File: src/rtl/sum_tree_seq_if.sv
// Handshake bundle for sum_tree_seq: operand vector in, reduced sum out.
// The slave side is the summation engine; the master side is producer plus consumer.
interface sum_tree_seq_if #(
    parameter int N  = 45,
    parameter int W  = 5,
    parameter int OW = W + $clog2(N)
);
    logic            in_valid;
    logic            in_ready;
    logic [N*W-1:0]  in_data;
    logic            out_valid;
    logic            out_ready;
    logic [OW-1:0]   out_sum;
    logic            busy;

    modport master (
        output in_valid, in_data, out_ready,
        input  in_ready, out_valid, out_sum, busy
    );

    modport slave (
        input  in_valid, in_data, out_ready,
        output in_ready, out_valid, out_sum, busy
    );
endinterface

File: src/rtl/sum_tree_seq.sv
// Multi-cycle reduction of N W-bit operands to one OW-bit sum using P shared
// two-input adders; each RUN cycle pairs the low live entries and compacts the rest.
module sum_tree_seq #(
    parameter int N      = 45,
    parameter int W      = 5,
    parameter int P      = 10,
    parameter bit SIGNED = 1'b0
) (
    input logic           clk,
    input logic           rst,
    sum_tree_seq_if.slave bus
);
    localparam int OW = W + $clog2(N);
    localparam int CW = $clog2(N + 1);
    // PA is the most adds any cycle can use; PN bounds the physical adder bank.
    localparam int PA = (P < N / 2) ? P : N / 2;
    localparam int PN = (P < N) ? P : N;

    typedef enum logic [1:0] {
        S_IDLE,
        S_RUN,
        S_DONE
    } state_t;

    state_t          state_q, state_d;
    logic [CW-1:0]   c_q, c_d;
    logic [OW-1:0]   e_q [N];
    logic [OW-1:0]   e_d [N];
    logic [OW-1:0]   pair_sum [PN];
    int              c_n;
    int              a_n;

    // Adder k always reduces the fixed pair (2k, 2k+1).
    for (genvar k = 0; k < PN; k++) begin : g_adder
        if (2 * k + 1 < N) begin : g_used
            assign pair_sum[k] = e_q[2*k] + e_q[2*k+1];
        end else begin : g_tied
            assign pair_sum[k] = '0;
        end
    end

    always_comb begin
        // NOTE: every variable gets a default before the case so no path can infer a latch.
        state_d = state_q;
        c_d     = c_q;
        e_d     = e_q;
        c_n     = int'(c_q);
        a_n     = (c_n / 2 < PA) ? c_n / 2 : PA;

        unique case (state_q)
            S_IDLE: begin
                if (bus.in_valid) begin
                    for (int i = 0; i < N; i++) begin
                        if (SIGNED) begin
                            e_d[i] = OW'(signed'(bus.in_data[i*W +: W]));
                        end else begin
                            e_d[i] = OW'(bus.in_data[i*W +: W]);
                        end
                    end
                    c_d     = CW'(N);
                    state_d = (N > 1) ? S_RUN : S_DONE;
                end
            end
            S_RUN: begin
                // Survivors slide down by a; the low a slots are then overwritten by pair sums.
                for (int m = 0; m <= PA; m++) begin
                    if (a_n == m) begin
                        for (int i = 0; i < N - m; i++) begin
                            e_d[i] = e_q[i + m];
                        end
                    end
                end
                for (int i = 0; i < PN; i++) begin
                    if (i < a_n) begin
                        e_d[i] = pair_sum[i];
                    end
                end
                c_d = CW'(c_n - a_n);
                if (c_n - a_n == 1) begin
                    state_d = S_DONE;
                end
            end
            S_DONE: begin
                if (bus.out_ready) begin
                    state_d = S_IDLE;
                end
            end
            default: state_d = S_IDLE;
        endcase
    end

    always_ff @(posedge clk) begin
        if (rst) begin
            state_q <= S_IDLE;
            c_q     <= '0;
            // NOTE: the entry array is cleared on reset because out_sum reads e[0] and must show 0.
            for (int i = 0; i < N; i++) begin
                e_q[i] <= '0;
            end
        end else begin
            // NOTE: non-blocking updates so every register samples pre-edge values.
            state_q <= state_d;
            c_q     <= c_d;
            e_q     <= e_d;
        end
    end

    assign bus.in_ready  = (state_q == S_IDLE);
    assign bus.out_valid = (state_q == S_DONE);
    assign bus.busy      = (state_q == S_RUN);
    assign bus.out_sum   = e_q[0];
endmodule

File: src/flat_wrapper.sv
// flat-port wrapper written by rule: the top's interface ports become plain ports
module sum_tree_seq_flat 
#(
    parameter int N      = 45,
    parameter int W      = 5,
    parameter int P      = 10,
    parameter bit SIGNED = 1'b0
)
  (clk, rst, bus_in_valid, bus_in_data, bus_out_ready, bus_in_ready, bus_out_valid, bus_out_sum, bus_busy);
  sum_tree_seq_if #(.N(N), .W(W)) bus_i ();
  input logic clk;
  input logic rst;
  input wire logic [$bits(bus_i.in_valid)-1:0] bus_in_valid;
  input wire logic [$bits(bus_i.in_data)-1:0] bus_in_data;
  input wire logic [$bits(bus_i.out_ready)-1:0] bus_out_ready;
  output wire logic [$bits(bus_i.in_ready)-1:0] bus_in_ready;
  output wire logic [$bits(bus_i.out_valid)-1:0] bus_out_valid;
  output wire logic [$bits(bus_i.out_sum)-1:0] bus_out_sum;
  output wire logic [$bits(bus_i.busy)-1:0] bus_busy;
  assign bus_i.in_valid = bus_in_valid;
  assign bus_i.in_data = bus_in_data;
  assign bus_i.out_ready = bus_out_ready;
  assign bus_in_ready = bus_i.in_ready;
  assign bus_out_valid = bus_i.out_valid;
  assign bus_out_sum = bus_i.out_sum;
  assign bus_busy = bus_i.busy;
  sum_tree_seq #(.N(N), .W(W), .P(P), .SIGNED(SIGNED)) u_core (.clk(clk), .rst(rst), .bus(bus_i));
endmodule
File: config.mk
export PLATFORM = sky130hd
export DESIGN_NAME = sum_tree_seq_flat
export DESIGN_NICKNAME = d
export VERILOG_FILES = /design/src/rtl/sum_tree_seq_if.sv /design/src/rtl/sum_tree_seq.sv /design/src/flat_wrapper.sv
export SDC_FILE = /design/constraint.sdc
export NUM_CORES = 2
export LEC_CHECK = 0
export CAP_MARGIN = 40
export CELL_PAD_IN_SITES_DETAIL_PLACEMENT = 1
export CELL_PAD_IN_SITES_GLOBAL_PLACEMENT = 1
export CORE_MARGIN = 2
export CORE_UTILIZATION = 40
export DETAILED_ROUTE_END_ITERATION = 8
export GPL_TIMING_DRIVEN = 0
export MAX_ROUTING_LAYER = met4
export PLACE_DENSITY = 0.9
export REMOVE_ABC_BUFFERS = 1
export SLEW_MARGIN = 20
export SYNTH_ARGS = -nofsm -noshare
export SYNTH_HDL_FRONTEND = slang
export SYNTH_SLANG_ARGS = --single-unit
File: constraint.sdc
create_clock -name clk -period 2.9 [get_ports clk]
set_clock_uncertainty 0.05 [all_clocks]
set_input_delay 0.58 -clock clk [delete_from_list [all_inputs] [get_ports clk]]
set_output_delay 0.58 -clock clk [all_outputs]
set_load 0.1 [all_outputs]
==> summary.txt, run 1 <==
Outcome
  • Status: aborted with a tool error
  • Exit stage: global routing (5_1_grt)
  • Error: [ERROR GRT-0116] Global routing finished with congestion. Check the congestion regions in the DRC Viewer.

Logic synthesis
  • Synth unique cells: 102
  • Sequential-to-total area share from yosys stat: 17.8%
  • Most frequent cells after synthesis: a21oi_1 (622), nand2_1 (611), o21ai_0 (567), clkbuf_1 (464), nor2_1 (420)
  • Synth async-reset ratio: 0%
  • Synth area leader: dfxtp_1
  • Syn avg cell area: about 6.7 um^2
  • Post-Syn Instances: about 5500
  • Yosys top cell area share: 17.8%
  • Count leader, synth: a21oi_1
  • YS warnings: 0
  • Synth Register Bits: about 330
  • Synth Flop Type: dfxtp_1
  • Number of synthesized flops with an enable pin: 0
  • Area contributors post-synth: dfxtp_1 (18%), a21oi_1 (8.5%), o21ai_0 (7.7%), nand2_1 (6.2%), a221oi_1 (4.9%)
  • Syn Std Cell Area: between 30000 and 40000 um^2

Placement
  • Dpl cells: approximately 6400
  • Dpl hpwl: 147 mm
  • # port buffers: 242
  • GPL Wtd Cong: approximately 0.99

Clocking
  • # hold bufs at CTS: 0
  • Max H-tree Level: 2
  • Number of buffers created by CTS: 44
  • Max clock buf depth: 3
  • Clock root cell: clkbuf_16
  • Clock sink count: 327

Floorplan
  • I/O pin cnt: between 200 and 250
  • Initial Utilization: 40.2%
  • Die width: approximately 300 um
  • Rows: 111
  • Die Ht: approximately 310 um

Global route
  • Largest net degree at the start of global routing: a little over 100
  • GR Util All Layers: approximately 72%
  • First-pass GRT wire length: 492 mm
  • Vias in the first global route: around 65000
  • Grt ovf: 74
## logic make-up after synthesis
group | Yosys count | synth area share, %
buf+inv | 809 | 9.85
mux | 109 | 2.98
flops | 327 | 17.8
xor+xnor | 55 | 1.31
simple gates | 1517 | 18.7
compound gates | 2568 | 45.8
other cells | 1 | 0.0102
fa+ha+maj | 96 | 3.48
## metal layers
metal / track usage, % / GRT overflow
met5: - / -
met4: 67.0 / 24
met1: 71.2 / 9
met3: 67.9 / 20
met2: 80.1 / 21
## what timing repair did
action	in CTS
cloned	37
endpoints found under the setup margin	329
pin swaps	51
buffers inserted	120
gates resized for setup	127
## metrics by stage
stage          cell area (um^2)  utilization (%)  hold WS [ns]  setup WS, ns  setup TNS (ns)
4_1_cts                   45400             49.8         0.111        -0.239           -4.53
3_5_place_dp              41600             45.6         0.429         -2.45         -338.81
2_1_floorplan             33300                -         0.387        -13.67        -3516.98
3_3_place_gp              37200             40.8         0.412        -37.67        -9018.41
==> run 2, diff against run 1 <==
--- a/config.mk
+++ b/config.mk
@@ -6,14 +6,11 @@
 export NUM_CORES = 2
 export LEC_CHECK = 0
 export CAP_MARGIN = 40
-export CELL_PAD_IN_SITES_DETAIL_PLACEMENT = 1
-export CELL_PAD_IN_SITES_GLOBAL_PLACEMENT = 1
 export CORE_MARGIN = 2
-export CORE_UTILIZATION = 40
+export CORE_UTILIZATION = 25
 export DETAILED_ROUTE_END_ITERATION = 8
 export GPL_TIMING_DRIVEN = 0
-export MAX_ROUTING_LAYER = met4
-export PLACE_DENSITY = 0.9
+export PLACE_DENSITY_LB_ADDON = 0.15
 export REMOVE_ABC_BUFFERS = 1
 export SLEW_MARGIN = 20
 export SYNTH_ARGS = -nofsm -noshare
==> constraint.sdc (replaced) <==
create_clock -name clk -period 3.75 [get_ports clk]
set_clock_uncertainty 0.05 [all_clocks]
set_input_delay 0.75 -clock clk [delete_from_list [all_inputs] [get_ports clk]]
set_output_delay 0.75 -clock clk [all_outputs]
set_load 0.1 [all_outputs]
==> summary.txt, run 2 <==
Route
  • DRC Markers: 0
  • Via/cell ratio: 6.63
  • Drt total wl: roughly 230 mm
  • Via Count: a little under 50000
  • Antenna-violating nets left: 0
  • DR WL/cell: about 32 um
  • Pre-antenna DRT Iters: 6
  • Iter 0 DRT Violations: 7028

Floorplan
  • Core Box Area: 146000 um^2
  • Initial Utilization: 25.2% (-15 points)
  • I/O pin cnt: 243 (unchanged)
  • Rows: 140 (+26%)
  • Die Ht: 387 um (+26%)
  • Die width: 387 um (+26%)
  • Die ar.: roughly 150000 um^2

Critical path
  • Critical path class: register to register
  • Slowest stage delay, CP: ~0.9 ns
  • Crit path required time: between 4 and 5 ns
  • CP Launch Type: register
  • CP Data Arrival Time: between 4 and 5 ns
  • Slowest CP cell: a211oi_1
  • R2r setup slk: ~0.018 ns
  • Reg2reg end: u_core.e_q[408]
  • R2R cell count: 9
  • Worst-path fanout max: 34
  • Crit path cell chain: buf_4 > nor2_4 > buf_16 > buf_12 > nand2_4 > o21ai_0 > a211oi_1 > o21ai_0 > a31oi_1
  • Setup crit end kind: register
  • Crit path top cell by count: o21ai_0
  • FF-to-FF Start: u_core.c_q[1]

Final layout
  • Commonest cells after routing, fill and taps aside: a21oi_1 (619), nand2_1 (602), o21ai_0 (567)
  • Most common cell after layout, fill and taps aside: a21oi_1
  • Area grow syn2layout: 24.0%
  • Register bank with the most flops: u_core.e_q
  • Max FFs per register: 308
  • Layout cells sized above 1: between 8 and 9%
  • Nets: 5614
  • Final instance area: between 40000 and 50000 um^2

Clocking
  • Clock sink count: 327 (unchanged)
  • Clock root cell: clkbuf_16
  • Worst-skew pair later-pin latency: 0.72 ns
  • CTS tree: built
  • Max H-tree Level: 2 (unchanged)
  • Clock transition at the registers of the reported paths: 0.06 ns
  • Max clock buf depth: 3 (unchanged)
  • # hold bufs at CTS: 0 (unchanged)
  • Number of buffers created by CTS: 49 (+11%)

Logic synthesis
  • Synth area leader: dfxtp_1
  • Most frequent cells after synthesis: a21oi_1 (622), nand2_1 (611), o21ai_0 (567), clkbuf_1 (464), nor2_1 (420)
  • Count leader, synth: a21oi_1
  • Synth Flop Type: dfxtp_1
  • Syn Std Cell Area: 36700 um^2 (unchanged)
  • Number of synthesized flops with an enable pin: 0 (unchanged)
  • Post-Syn Instances: 5482 (unchanged)
  • Syn avg cell area: 6.70 um^2 (unchanged)
  • YS warnings: 0 (unchanged)
  • Synth async-reset ratio: 0% (unchanged)
  • Synth unique cells: 102 (unchanged)
  • Yosys top cell area share: 17.8% (unchanged)
  • Sequential-to-total area share from yosys stat: 17.8% (unchanged)
  • Synth Register Bits: 327 (unchanged)
  • Area contributors post-synth: dfxtp_1 (18%), a21oi_1 (8.5%), o21ai_0 (7.7%), nand2_1 (6.2%), a221oi_1 (4.9%)

Global route
  • First-pass GRT wire length: ~340 mm
  • Initial antenna violation count: 14
  • Grt ovf: 0
  • GR Util All Layers: between 20% and 30%
  • Vias in the first global route: approximately 45000
  • Largest net degree at the start of global routing: 70

Power
  • Net Sw Power: about 0.011 W
  • Share of power burned in registers: about a quarter
  • Max VDD drop: 0.398 mV
  • Clock power share: between 20% and 30%
  • Lkg Pwr: about 16 nW
  • Power density cells: a little under 500 nW/um^2
  • Combinational Power Share: 51.3%
  • Cell internal pwr: around 0.011 W
  • Switch share: between 40% and 50%

Timing
  • Worst slew margin: 34.5%
  • Final hold vios: 0
  • Final setup viols: 0
  • RSZ-0062 raised after global routing: no
  • Hold_ws: around 0.42 ns
  • Pins Over Slew Limit: 0
  • Final min period: roughly 3.7 ns
  • Fmax: 268 MHz
  • Fin crit share: around 100%
  • Worst slew pin tran: 0.972 ns

Worst hold path
  • Hold path cells: 2
  • Hold Path Origin: rst
  • Worst Hold End: u_core.e_q[2]
  • HP Class: input pin to register

Placement
  • Dpl hpwl: 151 mm (+3.0%)
  • GPL Wtd Cong: 0.870 (-12%)
  • Placed inst area: 43200 um^2 (+3.9%)
  • # port buffers: 242 (unchanged)

Outcome
  • Status: finished, final reports clean

Run
  • Max Cap Violations: 0
-- run 2: cell counts after synthesis --
No cell type changed its count.
-- run 2: worst max path at each step --
stage | start | to | cells past startpoint
after floorplan | u_core.state_q[1] | u_core.e_q[469] | 5
after global placement | u_core.state_q[1] | u_core.e_q[456] | 6
after detailed placement | u_core.c_q[1] | u_core.state_q[0] | 15
after CTS | u_core.state_q[0] | bus_busy | 6
after global routing | u_core.c_q[1] | u_core.state_q[0] | 15
final | u_core.c_q[1] | u_core.e_q[408] | 9
-- run 2: cell type report --
type | instances | area, um^2
Timing Repair Buffer | 499 | 7480
Sequential cell | 327 | 6570
Fill cell | 15768 | 100000
Antenna cell | 10 | 25.0
Clock buffer | 74 | 1500
Multi-Input combinational cell | 4346 | 27100
Tap cell | 1917 | 2400
Clock inverter | 14 | 221
Inverter | 66 | 267
-- run 2: metrics by stage --
| step | utilization (%) | cells | setup slack, ns | setup TNS (ns) | total power, W |
|---|---|---|---|---|---|
| global route | 31.2 | 7243 | 0.00115 | 0 | 0.0230 |
| global placement | 26.2 | 6898 | -44.85 | - | 0.0151 |
| finish | 31.2 | 7253 | 0.0184 | 0 | 0.0223 |
| floorplan | - | 4739 | -12.82 | -3238.35 | 0.0106 |
| CTS | 31.1 | 7236 | 0.0357 | 0 | 0.0218 |
| detailed placement | 29.6 | 7125 | -1.77 | -106.28 | 0.0162 |
-- run 2: what timing repair did --
item,CTS,global route
endpoints found under the hold margin,0,0
gates resized for setup,16,10
cloned,5,2
setup endpoints to repair,236,16
pin swaps,3,2
setup buffers,19,1
-- run 2: cells by family (layout without fill, tap and decap cells) --
kind of cell | Yosys count | count (layout) | synth area share [%]
buffers and inverters | 809 | 653 | 9.85
AOI/OAI and AO/OA | 2568 | 2568 | 45.8
other | 1 | 11 | 0.0102
DFF | 327 | 327 | 17.8
xor gates and xnor gates | 55 | 55 | 1.31
adders and majority gates | 96 | 96 | 3.48
and+or+nand+nor | 1517 | 1517 | 18.7
muxes | 109 | 109 | 2.98
-- run 2: worst max-delay path: cells and delay by family (launching register included) --
kind,cells,cell delay (ns)
AOI/OAI and AO/OA,4,1.89
DFF,1,0.40
buffers and inverters,3,0.65
and+or+nand+nor,2,0.67
-- run 2: routing by layer --
| layer | track usage [%] | wire length, um | up-vias |
|---|---|---|---|
| met2 | 43.6 | 99500 | 3364 |
| met4 | 15.6 | 13400 | 16 |
| li1 | - | - | 20438 |
| met3 | 8.72 | 27100 | 732 |
| met5 | 0 | 118 | - |
| met1 | 38.3 | 94200 | 23529 |
-- run 2: power groups by stage --
stage,Combinational (W),Sequential (W),Clock [W]
2_1_floorplan,0.00570,0.00491,0
3_3_place_gp,0.00933,0.00575,0
3_5_place_dp,0.0106,0.00557,0
4_1_cts,0.0110,0.00543,0.00535
5_1_grt,0.0120,0.00555,0.00547
6_report,0.0114,0.00555,0.00530
No activity file was read; power rests on OpenSTA's default activity.
